==> src/rtl/counter_pkg.sv <==
// Shared encodings and sizing helpers for the counter and timing blocks.
package counter_pkg;

  localparam int MODE_WRAP = 0;
  localparam int MODE_SAT  = 1;

  // Bits needed to hold 0..n-1, never less than one.
  function automatic int ctr_width(input int n);
    int w;
    w = 1;
    while ((1 << w) < n) w++;
    return w;
  endfunction

endpackage

==> src/rtl/tick_divider.sv <==
// Enable prescaler: emits a combinational step pulse on every PRESCALE-th qualified enable.
module tick_divider
  import counter_pkg::*;
#(
  parameter int PRESCALE = 1
) (
  input  logic clock,
  input  logic reset,
  input  logic enable,
  input  logic clear,
  output logic stepPulse
);

  generate
    if (PRESCALE == 1) begin : g_direct
      logic unused_ctl;
      assign unused_ctl = clock | reset | clear;
      assign stepPulse  = enable;
    end else begin : g_div
      localparam int PW = ctr_width(PRESCALE);
      localparam logic [PW-1:0] LAST = PW'(PRESCALE - 1);

      logic [PW-1:0] phase;

      // Phase only advances on enable, so a paused count keeps its partial progress.
      always_ff @(posedge clock or posedge reset) begin
        if (reset) begin
          phase <= '0;
        end else if (clear) begin
          phase <= '0;
        end else if (enable) begin
          if (phase == LAST) phase <= '0;
          else               phase <= phase + PW'(1);
        end
      end

      assign stepPulse = enable && (phase == LAST);
    end
  endgenerate

endmodule

==> src/rtl/mod_counter.sv <==
// Modulo-N up/down counter with clear/load, wrap or saturate mode, prescaled enable and step flags.
module mod_counter
  import counter_pkg::*;
#(
  parameter int WIDTH    = 2,
  parameter int MODULUS  = 4,
  parameter int PRESCALE = 1,
  parameter int SATURATE = MODE_WRAP
) (
  input  logic             clock,
  input  logic             reset,
  input  logic             enable,
  input  logic             up,
  input  logic             clear,
  input  logic             load,
  input  logic [WIDTH-1:0] loadValue,
  output logic [WIDTH-1:0] count,
  output logic             tick,
  output logic             wrapped,
  output logic             terminal
);

  // One guard bit so MODULUS == 2**WIDTH never depends on natural overflow.
  localparam int XW = WIDTH + 1;
  localparam logic [XW-1:0] TOP = XW'(MODULUS - 1);

  logic             step;
  logic             div_clear;
  logic [XW-1:0]    count_x;
  logic [WIDTH-1:0] step_value;
  logic             step_wraps;

  function automatic logic [WIDTH-1:0] clamp_load(input logic [WIDTH-1:0] v);
    logic [XW-1:0] vx;
    vx = {1'b0, v};
    return (vx > TOP) ? WIDTH'(TOP) : v;
  endfunction

  function automatic logic [XW-1:0] next_step(input logic [XW-1:0] cx, input logic dir_up);
    if (dir_up) begin
      if (cx == TOP) return (SATURATE == MODE_SAT) ? cx : '0;
      return cx + XW'(1);
    end
    if (cx == '0) return (SATURATE == MODE_SAT) ? cx : TOP;
    return cx - XW'(1);
  endfunction

  assign count_x    = {1'b0, count};
  assign div_clear  = clear | load;
  assign step_value = WIDTH'(next_step(count_x, up));
  assign step_wraps = (SATURATE == MODE_WRAP) && (up ? (count_x == TOP) : (count_x == '0));
  assign terminal   = up ? (count_x == TOP) : (count_x == '0);

  tick_divider #(
    .PRESCALE (PRESCALE)
  ) u_div (
    .clock     (clock),
    .reset     (reset),
    .enable    (enable),
    .clear     (div_clear),
    .stepPulse (step)
  );

  // Priority: clear, then load, then step; a load swallows a coincident step.
  always_ff @(posedge clock or posedge reset) begin
    if (reset) begin
      count   <= '0;
      tick    <= 1'b0;
      wrapped <= 1'b0;
    end else if (clear) begin
      count   <= '0;
      tick    <= 1'b0;
      wrapped <= 1'b0;
    end else if (load) begin
      count   <= clamp_load(loadValue);
      tick    <= 1'b0;
      wrapped <= 1'b0;
    end else if (step) begin
      count   <= step_value;
      tick    <= 1'b1;
      wrapped <= step_wraps;
    end else begin
      tick    <= 1'b0;
      wrapped <= 1'b0;
    end
  end

endmodule

==> config.mk <==
export PLATFORM = sky130hd
export DESIGN_NAME = mod_counter
export DESIGN_NICKNAME = d
export VERILOG_FILES = /design/src/rtl/counter_pkg.sv /design/src/rtl/tick_divider.sv /design/src/rtl/mod_counter.sv
export SDC_FILE = /design/constraint.sdc
export NUM_CORES = 1
export LEC_CHECK = 0
export ABC_CLOCK_PERIOD_IN_PS = 1340
export CAP_MARGIN = 20
export CORE_AREA = 3 3 40 42
export CTS_CLUSTER_SIZE = 14
export DETAILED_ROUTE_END_ITERATION = 6
export DIE_AREA = 0 0 43 45
export HOLD_SLACK_MARGIN = 0.08
export SETUP_SLACK_MARGIN = 0.5
export SLEW_MARGIN = 20
export SYNTH_ARGS = -nofsm -noshare
export SYNTH_HDL_FRONTEND = slang
export SYNTH_SLANG_ARGS = --single-unit
==> constraint.sdc <==
create_clock -name clock -period 1.34 [get_ports clock]
set_input_delay 0.268 -clock clock [delete_from_list [all_inputs] [get_ports clock]]
set_output_delay 0.268 -clock clock [all_outputs]
set_load 0.005 [all_outputs]
==> flow_metrics.py, run 1 <==
metrics = {
    "global_route": {
        "grt_first_pass_wirelength_um": 924,
        "antenna_violations_before_repair": 0,
        "first_global_vias": 238,
        "grt_start_max_net_pins": 6,
        "all_layer_gr_usage_pct": 6.51,
        "grt_remaining_overflow": 0,
    },
    "cells_and_area": {
        "area_delta_synth_final_pct": 101,
        "share_of_post_route_cells_with_drive_strength_above_1_pct": 47.8,
        "fillers": 132,
        "multi_input_comb_area_um2": 140,
        "n_antenna_cell": 0,
        "post_layout_net_count": 58,
        "regArea_um2": 100,
        "layout_commonest_cell": "buf_4",
        "most-common-layout-cells": "5 x buf_4, 4 x a21oi_1, 4 x dfrtp_1, 4 x clkdlybuf4s50_1, 4 x buf_2",
    },
    "power_and_ir_drop": {
        "internal_power_w": 0.000296,
        "power.combinational.fraction_pct": 28.3,
        "switching_power_w": 0.0000941,
        "power_density_nw_per_um2": 859,
        "p_seq_share_pct": 34.5,
        "cellLeakagePower_nw": 0.249,
        "sw_frac_of_total_pct": 24.1,
        "clock_power_share_pct": 37.3,
        "vdd_ir_drop_max_mv": 0.645,
    },
    "timing": {
        "grt_setup_unrepaired": "yes",
        "finalWorstPathRequiredPeriod_ns": 1.38,
        "timing.final.crit_share_pct": 103,
        "timing.max_slew.rel_slack_pct": 87.0,
        "max_clock_freq_mhz": 726,
        "finalHoldViolCount": 0,
        "tightest_slew_ns": 0.195,
        "skew_ns": 0.00403,
        "worst_slack_ns": -0.0380,
        "drv_slew": 0,
        "finalSetupViolCount": 1,
        "fin_setup_tns_ns": -0.0380,
    },
    "synthesis": {
        "mappedNetlistNets": 35,
        "yosysTopAreaCell": "dfrtp_1",
        "yosysUniqueCellTypes": 13,
        "synth_area_leaders": "dfrtp_1 44%, ha_1 11%, a21oi_1 8.8%",
        "synth_area_um2": 226,
        "postSynthCellCount": 25,
        "seq_area_frac_synth_pct": 44.2,
        "synthesis.yosys.warnings": 0,
        "synth.ff_latch_count": 4,
        "synth_largest_type_area_fraction_pct": 44.2,
        "synth_area_per_cell_um2": 9.06,
    },
    "drt": {
        "detail_route.vias_per_cell": 4.03,
        "via_count": 246,
        "route.antenna.remaining_nets": 0,
        "dr.first_iter.drc_count": 2,
        "drc": 0,
        "avgRoutedWirePerCell_um": 9.46,
        "wirelength_routed_um": 577,
        "detail_route.first_pass.iterations": 2,
    },
    "clocking": {
        "cts_tree": "yes",
        "tritoncts.num_buffers": 3,
        "cts_num_sinks": 4,
        "worstSkewPairLatency_ns": 0.23,
        "cts_buffer_depth": 2,
        "postCtsHoldBufs": 0,
        "cts.root.buffer_cell": "clkbuf_4",
        "cts_htree_levels": 1,
        "clk_transition_reported_paths_ns": 0.04,
    },
    "critical_path": {
        "timing.critical_path.to_type": "output port",
        "critPathBufInv": 2,
        "cell_family_with_most_cp_delay": "buffers and inverters",
        "crit_type": "in2out",
        "timing.critical_path.cells": "clkdlybuf4s50_1 > nand2b_4 > nand2_2 > buf_2",
        "worst_ep_required_time_ns": 1.07,
        "crit_arrival_ns": 1.11,
        "timing.critical_path.slowest_cell_delay_ns": 0.52,
        "critical_path.reg2reg.endpoint": "count[0]",
        "crit_path_start_kind": "input port",
        "critical_path.reg2reg.startpoint": "count[1]",
        "r2r_slack_ns": 0.09,
        "path_max_fanout": 3,
        "critical_path.slowest_cell": "clkdlybuf4s50_1",
        "worstRegToRegCells": 4,
    },
    "floorplan": {
        "ios": 13,
        "floorplan.initialDensity_pct": 17.6,
        "floorplan.core_area_um2": 1280,
        "die-width_um": 43,
        "die_area_um2": 1940,
        "die_span_y_um": 45,
        "row_count": 13,
    },
    "placement": {
        "estimated_wirelength_of_the_detail_placed_design_um": 405,
        "final_weighted_congestion_in_routability_driven_placement": 0.663,
        "dp_worst_slack_ns": -0.398,
        "portBuffers": 12,
    },
    "job": {
        "cap_violations": 0,
    },
    "min_path": {
        "hp-class": "in2async",
    },
    "status": {
        "result_of_the_run": "finished, violations left",
        "violated_checks": "negative setup slack",
    },
}
==> power groups by stage <==
stage,logic [W],clock network (W),registers [W]
after CTS,0.000106,0.000152,0.000134
after floorplan,0.0000378,0,0.000136
after global placement,0.0000965,0,0.000136
final,0.000110,0.000145,0.000135
after global routing,0.000120,0.000161,0.000135
after detailed placement,0.0000976,0,0.000136
==> routing by layer <==
layer  track usage, %  wire [um]
met3             4.78         65
met4                0          0
met2             10.5        252
met5                0          0
met1             7.52        259
==> what timing repair did <==
| item | CTS | global route |
|---|---|---|
| pin swaps | 3 | 3 |
| endpoints found under the setup margin | 9 | 9 |
| resized for setup | 27 | 3 |
| setup buffers | 1 | 2 |
==> kinds of logic after synthesis <==
| kind of cell | Yosys count | synth area share, % |
|---|---|---|
| adders and majority gates | 2 | 11.0 |
| buffers and inverters | 5 | 8.29 |
| AOI/OAI and AO/OA | 6 | 16.0 |
| xor gates and xnor gates | 1 | 3.87 |
| and+or+nand+nor | 7 | 16.6 |
| DFF | 4 | 44.2 |
==> through the flow <==
stage,util (%),power (W),hold slack (ns),area [um^2],std cells
after global routing,35.3,0.000417,0.234,454,61
after detailed placement,31.2,0.000234,0.466,400,55
after global placement,31.2,0.000232,0.463,400,55
after CTS,33.6,0.000392,0.217,432,59
final,35.3,0.000390,0.214,454,61
after floorplan,-,0.000174,0.0341,239,25
==> Yosys cell counts (all sizes together) <==
cell type	n
inv	5
a21oi	4
dfrtp	4
ha	2
nand2	2
and2	1
and3	1
nand2b	1
nor2	1
nor3b	1
o21a	1
o31a	1
xor2	1
==> sequential cells by signal, indices dropped and copies added (netlist names) <==
| name | cells |
|---|---|
| wrapped | 1 |
| count | 2 |
| tick | 1 |
==> final cells by class <==
cell class / instances / area share, %
multi-input cells: 16 / 30.9
inverters: 5 / 4.13
clock buffers: 3 / 4.96
flip-flops and latches: 4 / 22.0
repair buffers: 18 / 33.9
well taps: 15 / 4.13
==> worst max path at each step <==
stage / start / end / slack [ns] / cells past startpoint
final: up / terminal / -0.04 / 4
after detailed placement: up / terminal / -0.40 / 4
after global placement: up / terminal / -0.40 / 4
after floorplan: count[1] / count[1] / 0.19 / 5
after global routing: count[1] / terminal / -0.08 / 5
after CTS: count[1] / terminal / -0.03 / 5
Note: power is estimated with default switching activity, not from simulation.
==> inputs of run 2 (changes only) <==
- GPL_ROUTABILITY_DRIVEN: unset -> 1
- TNS_END_PERCENT: unset -> 100
==> results of run 2 <==
No change in the layout: final DEF, timing and power equal those of run 1.
